## config.mk

```make
export PLATFORM = sky130hd
export DESIGN_NAME = sdram_read_pipe
export DESIGN_NICKNAME = d
export VERILOG_FILES = /design/src/rtl/sdram_read_pipe.sv
export SDC_FILE = /design/constraint.sdc
export NUM_CORES = 1
export LEC_CHECK = 0
export ABC_AREA = 1
export CORE_ASPECT_RATIO = 1.25
export CORE_MARGIN = 10
export CORE_UTILIZATION = 49
export CTS_BUF_LIST = sky130_fd_sc_hd__clkbuf_2 sky130_fd_sc_hd__clkbuf_4 sky130_fd_sc_hd__clkbuf_8
export CTS_CLUSTER_SIZE = 16
export DETAILED_ROUTE_END_ITERATION = 16
export PLACE_DENSITY = 0.82
export SYNTH_ARGS = -nofsm -noshare
export SYNTH_HDL_FRONTEND = slang
export SYNTH_SLANG_ARGS = --single-unit
```

## constraint.sdc

```tcl
create_clock -name clk -period 0.8 [get_ports clk]
set_clock_uncertainty 0.1 [all_clocks]
set_input_delay 0.16 -clock clk [delete_from_list [all_inputs] [get_ports clk]]
set_output_delay 0.16 -clock clk [all_outputs]
set_load 0.05 [all_outputs]
```

## src/rtl/sdram_read_pipe.sv

```systemverilog
// Read-data pipeline: 3-deep shift register of valid, data and byte mask.
// Ports: clk/rst_n (async active-low), en (clock enable, freezes all stages
// when low), cancel (drops every in-flight entry), push_* (new entry from a
// READ command), dqm_in (live DQM pins), tap_cl3 (1: CL=3 tap, 0: CL=2 tap),
// out_* (entry due on DQ this cycle), pending (a read still owns the bus).
module sdram_read_pipe #(
  parameter int unsigned DW = 16,
  parameter int unsigned MW = 2
) (
  input  logic          clk,
  input  logic          rst_n,
  input  logic          en,
  input  logic          cancel,
  input  logic          push_valid,
  input  logic [DW-1:0] push_data,
  input  logic [MW-1:0] dqm_in,
  input  logic          tap_cl3,
  output logic          out_valid,
  output logic [DW-1:0] out_data,
  output logic [MW-1:0] out_mask,
  output logic          pending
);

  logic [2:0]    v;
  logic [DW-1:0] d [3];
  logic [MW-1:0] m [3];

  // Read DQM latency is 2: the mask is captured on the edge two cycles
  // before the data slot, i.e. into stage CL-2 (stage 0 for CL=2, stage 1
  // for CL=3), then carried along with the data.
  always_ff @(posedge clk or negedge rst_n) begin
    if (!rst_n) begin
      v <= '0;
      for (int unsigned i = 0; i < 3; i++) begin
        d[i] <= '0;
        m[i] <= '0;
      end
    end else if (en) begin
      v[0] <= push_valid & ~cancel;
      d[0] <= push_data;
      m[0] <= dqm_in;
      v[1] <= v[0] & ~cancel;
      d[1] <= d[0];
      m[1] <= tap_cl3 ? dqm_in : m[0];
      v[2] <= v[1] & ~cancel;
      d[2] <= d[1];
      m[2] <= m[1];
    end
  end

  assign out_valid = tap_cl3 ? v[2] : v[1];
  assign out_data  = tap_cl3 ? d[2] : d[1];
  assign out_mask  = tap_cl3 ? m[2] : m[1];
  // Stage 2 is beyond the CL=2 tap, so it no longer counts as in flight.
  assign pending   = v[0] | v[1] | (tap_cl3 & v[2]);

endmodule

```

* After elaboration in Yosys (flattened, before gate mapping)
Index checks and enable logic that the tools add are counted.
** Word-level totals
- Flip-flop bits (word level) :: 57
- Output and inout port bits :: 20
- Word-level logic and storage cells :: 18
** Cells by class
- Multiplexer cells :: 4
- Bitwise gates (word level) :: 7
** Operators with widths (number)
- 2-to-1 mux 16 bit :: 1
- AND 1 bit :: 4
- 2-to-1 mux 2 bit :: 2
- bitwise OR 1 bit :: 2
- 2-to-1 mux 1 bit :: 1
- NOT 1 bit :: 1

* Longest topological paths before layout
Gate-level depths: netlist of the first run.
- Depth in word-level cells :: 2
- Depth in mapped cells :: 5
- Depth with buffers taken out :: 4

* Least setup slack after synthesis of the first run
OpenSTA, ideal clock, no wires.
- Path kind :: input -> output
- Start point :: input tap_cl3
- End point :: output out_data[10]
- Arrival time :: 1538 ps
- Required time :: 540 ps
- Setup slack :: -998 ps
- Stages :: 3
- Path through :: buf_6 > buf_2 > o21ai_0
** On the way
- Cells in the longest elaborated chain, start to end :: 1
** Ends and longest elaborated chain
- from (decl) :: line 17 : input logic tap_cl3,
- 2-to-1 mux 16 bit :: line 52 : assign out_data = tap_cl3 ? d[2] : d[1];
- to (decl) :: line 19 : output logic [DW-1:0] out_data,
Every way passes these cells.

* Final worst setup path of the first run
- Start point :: register v[2]
- End point :: output pending
** On the way
- Cells in the longest elaborated chain, start to end :: 2
** Ends and longest elaborated chain
- from (decl) :: line 24 : logic [2:0] v;
- from (signal assigned) :: line 45 : v[2] <= v[1] & ~cancel;
- AND 1 bit :: line 55 : assign pending = v[0] | v[1] | (tap_cl3 & v[2]);
- bitwise OR 1 bit :: line 55
- to (decl) :: line 21 : output logic pending
Every way passes these cells.

==> results of run 1 <==
## area by class of cell
cell class              instances  area share
clock buffers                  13      0.0401
multi-input cells             176       0.289
clock inverters                 3     0.00361
repair buffers                 90       0.281
well taps                      60      0.0181
inverters                      27      0.0250
flip-flops and latches         57       0.343
## per-layer routing
| metal | track usage | vias to the layer above |
|---|---|---|
| met1 | 0.180 | 1112 |
| li1 | - | 1035 |
| met3 | 0.0539 | 17 |
| met2 | 0.305 | 79 |
| met5 | 0 | - |
| met4 | 0.0684 | 0 |
## registers in the layout, indices dropped and copies added (netlist names)
name	flops
d	48
m	6
v	3
## Yosys cell counts
| master | instances | area share |
|---|---|---|
| nand2_1 | 113 | 0.17 |
| o21ai_0 | 40 | 0.081 |
| dfrtp_1 | 57 | 0.58 |
| o21ai_1 | 2 | 0.0041 |
| inv_4 | 1 | 0.0025 |
| clkbuf_2 | 2 | 0.0041 |
| inv_1 | 26 | 0.040 |
| o21ai_2 | 15 | 0.053 |
| buf_6 | 10 | 0.046 |
| nand3_1 | 6 | 0.012 |
| buf_2 | 4 | 0.0081 |
## report_power, final
group / internal [W] / switching, W / total (W)
Sequential: 0.00319 / 0.000213 / 0.00341
Clock: 0.00135 / 0.00109 / 0.00244
Combinational: 0.00138 / 0.00149 / 0.00286
## critical path: stages, from the launching register on
cell and delay [ps]:
dfrtp_1 410, nand2_2 130, nand3_4 80, buf_12 150
## per-stage QoR
step           cell area [um^2]   util
2_1_floorplan              2730      -
3_3_place_gp               3550  0.740
3_5_place_dp               3550  0.740
4_1_cts                    4050  0.844
5_1_grt                    4150  0.865
6_report                   4150  0.865
## kinds of logic after synthesis
group	Yosys count	synth area share
simple gates	119	0.184
flops	57	0.578
compound gates	57	0.138
buf+inv	43	0.0998
## repair_timing
item | CTS | global route
cloned | 0 | 0
buffers inserted | 20 | 13
pin swaps | 31 | 9
hold endpoints to repair | 57 | 0
setup endpoints to repair | 57 | 59
hold buffers | 1 | 0
resized for setup | 104 | 32
## path summary, 6_finish.rpt
kind                       startpoint      end  slack (ps)  depth (start not counted)
min in group asynchronous       rst_n     v[0]         270                          3
setup reg to reg                d[29]    d[13]        -160                          4
setup / recovery                 v[2]  pending        -570                          3
hold reg to reg                 d[32]    d[32]         370                          2
max in group asynchronous       rst_n    d[23]         100                          3
hold / removal                     en    d[43]         210                          4
==> summary.txt, run 1 <==
Clock network
  • CTS tree: yes
  • Clk sinks: 57
  • Number of CTS-inserted buffers: 9
  • CTS root buf: clkbuf_8
  • Clk_lat worst skew: 330 ps
  • H-tree depth: 3
  • Clock Tree Buf Depth: 2
  • Clk pin slew, worst setup/hold paths: roughly 60 ps

Timing
  • Peak Freq: about 0.73 GHz
  • Setup TNS: -12140 ps
  • Fin crit share: 1.72
  • Slew Viols, Final: 0
  • Minimum clock period: roughly 1400 ps
  • Final Hold Violating Endpoints: 0
  • RSZ-0062 raised after global routing: yes
  • Min setup slack post-route: -574 ps
  • Slew HR: 0.765
  • Final number of setup-violating endpoints: 57
  • Slew @ Worst Pin: 352 ps
  • Hold WS: about 210 ps

Floorplan
  • Die Width: 83.5 um
  • Die Ht: 99.4 um
  • DIE AREA: 8290 um^2
  • Initial Util: 0.514
  • Core box area: 4800 um^2
  • # rows: 28
  • IO Count: 44

Layout
  • Fillers: between 200 and 250
  • Area grow syn2layout: 68.3%
  • Ant. Diodes: 0
  • Area taken by multi-input logic gates: around 1200 um^2
  • Fin nets: around 390
  • Most common cell after layout, fill and taps aside: nand2_1
  • Finished Layout Cells: 426
  • FF/Latch Area: 1430 um^2
  • Most frequent cells in the layout: nand2_1 (80), dfrtp_1 (57), o21ai_2 (34)
  • Share of layout cells above drive strength 1: 0.536

Routing
  • Antenna Nets Post-Route: 0
  • Drt first pass iters: 5
  • Routed WL per cell: about 17 um
  • WL met1: between 2 and 3 mm
  • Average via count per standard cell: 5.27
  • Initial drt markers: 148
  • Routed Wire Length: 7.45 mm
  • Met3 WL: 408 um
  • Top routing layer in use: met4
  • Vias: 2243
  • Met2 routed WL: between 4 and 5 mm
  • Residual DRC: 0

Global routing
  • Initial antenna violation count: 0
  • Total Routing Usage GR: 0.170
  • Largest net degree at the start of global routing: 45
  • Vias in the first global route: 2378
  • Grt ovf: 0
  • First-pass GRT wire length: between 10 and 15 mm

Place
  • Port Buffers: 43
  • Post-Place Cells: 394
  • Dpl ws: -405 ps
  • Detailed Place HPWL: around 4.1 mm
  • Gpl congestion: ~0.71

Pwr
  • Peak supply drop: 1.79 mV
  • PD cells: roughly 2100 nW/um^2
  • Static Leak: about 2.0 nW
  • Overall power: between 0.008 and 0.009 W

Min path
  • Tightest Hold Check Type: input port to flop

Yosys
  • Mapped Area: approximately 2500 um^2
  • Post-synth net total: 300
  • Seq cells post-synth: 57
  • Yosys warns: 0
  • Synth cell types: 11
  • Post-Syn Instances: roughly 280
  • Avg Inst Size Synth: just under 9 um^2
  • Seq/Total Area, Yosys: 0.578

Worst setup path
  • WS Path Type: flop to primary output
  • Crit end category: primary output
  • Critical path startpoint category: flop
  • Critical Path RT: around 540 ps
  • CP arrival: roughly 1100 ps
  • Critical path peak fanout: 2

Status
  • Status: complete, but fails checks
  • Failing checks: negative setup slack

Flow run
  • Max Cap Violations: 0
Note: power is estimated with default switching activity, not from simulation.
==> run 2, diff against run 1 <==
Settings changed: CAP_MARGIN from default to 20, CORE_UTILIZATION 49 to 45, PLACE_DENSITY 0.82 to 0.77.
==> run 2 against run 1 <==
Net effect:
- the flow still finishes with violations (negative setup slack)
- sequential power is essentially flat
- first-iteration DRC count fell by 5.4%
- flip-flop and latch count unchanged
- register-to-register slack better by 100 ps
- critical endpoint unchanged
==> summary.txt, run 2 (synthesized netlist as in run 1, its figures left out) <==
Status
  • Status: complete, but fails checks
  • Failing checks: negative setup slack

Pwr
  • Switch Pwr: 0.00261 W (-6.3%)
  • Clock power share: 0.273 (-0.007)
  • Static Leak: 1.90 nW (-3.0%)
  • Sequential share of power: 0.405 (+0.014)
  • Cell-internal power: 0.00574 W (-3.0%)
  • Logic pwr share: 0.322 (-0.007)
  • PD cells: 2050 nW/um^2 (-2.0%)
  • Switching Fraction: 0.313 (-0.00742)
  • Peak supply drop: 1.30 mV (-27%)
  • Overall power: 0.00835 W (-4.1%)

Routing
  • Antenna Nets Post-Route: 0 (unchanged)
  • Routed WL per cell: 13.9 um (-20%)
  • Drt first pass iters: 4 (-1)
  • Residual DRC: 0 (unchanged)
  • Routed Wire Length: 5.86 mm (-21%)
  • Vias: 2049 (-8.6%)
  • Average via count per standard cell: 4.87 (-7.6%)
  • Initial drt markers: 140 (-5.4%)

Worst setup path
  • R2r startpoint: d[18]
  • Biggest cell delay along the critical path: 390 ps (-20 ps)
  • Critical-path top delay cell: dfrtp_1
  • Crit end category: primary output
  • Critical path startpoint category: flop
  • WS Path Type: flop to primary output
  • CP arrival: 1070 ps (-40 ps)
  • Critical Path RT: 540 ps (about the same)
  • CP cell instances: nand2_2, nand3_4, buf_12
  • Critical path peak fanout: 2 (unchanged)
  • CP Launch Point: v[2]

Place
  • Port Buffers: 43 (unchanged)
  • Gpl congestion: 0.734 (+2.8%)
  • Detailed Place HPWL: 3.85 mm (-7.0%)
  • Placed Area: 3560 um^2 (+0.28%)

Global routing
  • Grt ovf: 0 (unchanged)
  • Initial antenna violation count: 0 (unchanged)
  • Largest net degree at the start of global routing: 41 (-8.9%)
  • Vias in the first global route: 2120 (-11%)
  • First-pass GRT wire length: 10.1 mm (-12%)
  • Total Routing Usage GR: 0.144 (-0.0252)

Min path
  • Worst hold start: en
  • Tightest Hold Check Type: input port to flop

Clock network
  • Clk_lat worst skew: 330 ps (about the same)
  • Clk pin slew, worst setup/hold paths: 60 ps (about the same)
  • CTS root buf: clkbuf_8
  • Number of CTS-inserted buffers: 9 (unchanged)
  • CTS tree: yes
  • Clock Tree Buf Depth: 2 (unchanged)
  • H-tree depth: 3 (unchanged)
  • Clk sinks: 57 (unchanged)

Layout
  • Most frequent cells in the layout: nand2_1 (83), dfrtp_1 (57), o21ai_2 (30)
  • Max reg flops: 48 (unchanged)
  • Fin nets: 377 (-2.1%)
  • Finished Cell Area: 4070 um^2 (-2.1%)
  • Biggest register: d
  • Fillers: 326 (+46%)
  • Area grow syn2layout: 64.7%
  • Ant. Diodes: 0 (unchanged)
  • Share of layout cells above drive strength 1: 0.504 (-0.0313)
  • Most common cell after layout, fill and taps aside: nand2_1
  • Regs by FF count: d x48, m x6, v x3

Timing
  • Setup TNS: -10770 ps (+1370 ps)
  • Slew @ Worst Pin: 344 ps (-8.22 ps)
  • Final Hold Violating Endpoints: 0 (unchanged)
  • Fin crit share: 1.67 (-0.0514)
  • Min setup slack post-route: -533 ps (+41.1 ps)
  • Peak Freq: 0.750 GHz (+3.1%)
  • Slew Viols, Final: 0 (unchanged)
  • Hold WS: 222 ps (+12.2 ps)
  • Minimum clock period: 1330 ps (-41.1 ps)
  • Final number of setup-violating endpoints: 54 (-5.3%)
  • RSZ-0062 raised after global routing: yes
  • Slew HR: 0.770 (+0.00549)

Floorplan
  • Core box area: 5370 um^2 (+12%)
  • # rows: 30 (+7.1%)
  • DIE AREA: 8870 um^2 (+6.9%)
  • Die Width: 86.2 um (+3.3%)
  • Initial Util: 0.460 (-0.0544)
  • IO Count: 44 (unchanged)
  • Die Ht: 103 um (+3.5%)

Flow run
  • Max Cap Violations: 0 (unchanged)
## run 2: area by class of cell
cell class | count | area [um^2] | area share
Inverter | 27 | 104 | 0.0255
Timing Repair Buffer | 82 | 1090 | 0.268
Clock buffer | 12 | 153 | 0.0375
Sequential cell | 57 | 1430 | 0.351
Clock inverter | 3 | 17.5 | 0.00431
Tap cell | 64 | 80.1 | 0.0197
Multi-Input combinational cell | 176 | 1200 | 0.294
## run 2: path summary, 6_finish.rpt
check | endpoint | slack (ps) | cells past startpoint
setup / recovery | pending | -530 | 3
setup reg to reg | d[18] | -60 | 3
hold / removal | d[32] | 220 | 4
hold reg to reg | d[41] | 370 | 2
min in group asynchronous | d[45] | 270 | 3
max in group asynchronous | v[1] | 130 | 3
## run 2: what timing repair did
item / 4_1_cts / 5_1_grt
hold buffers: 1 / 0
gates resized for setup: 90 / 36
endpoints found under the setup margin: 56 / 58
hold endpoints to repair: 57 / 0
pin swaps: 31 / 17
buffers inserted: 16 / 14
## run 2: through the flow
stage,instances,setup WS (ps),utilization
2_1_floorplan,276,-250,-
3_3_place_gp,397,-377,0.663
3_5_place_dp,397,-391,0.663
4_1_cts,418,-554,0.737
5_1_grt,421,-584,0.757
6_report,421,-533,0.757
## run 2: power by group through the flow
stage	combinational, W	clock (W)	sequential, W
2_1_floorplan	0.00131	0	0.00334
3_3_place_gp	0.00230	0	0.00336
3_5_place_dp	0.00235	0	0.00337
4_1_cts	0.00260	0.00235	0.00336
5_1_grt	0.00287	0.00251	0.00341
6_report	0.00269	0.00228	0.00338
## run 2: worst max-delay path: cells and delay by family, from the launching register on
| family | cells | cell delay [ps] |
|---|---|---|
| buffers and inverters | 1 | 150 |
| and+or+nand+nor | 2 | 210 |
| DFF | 1 | 390 |
## run 2: metal layers
metal  share of wire  GRT usage
met3           0.036     0.0451
met4           0.020     0.0737
met2            0.50      0.225
met5               0          0
met1            0.44      0.176
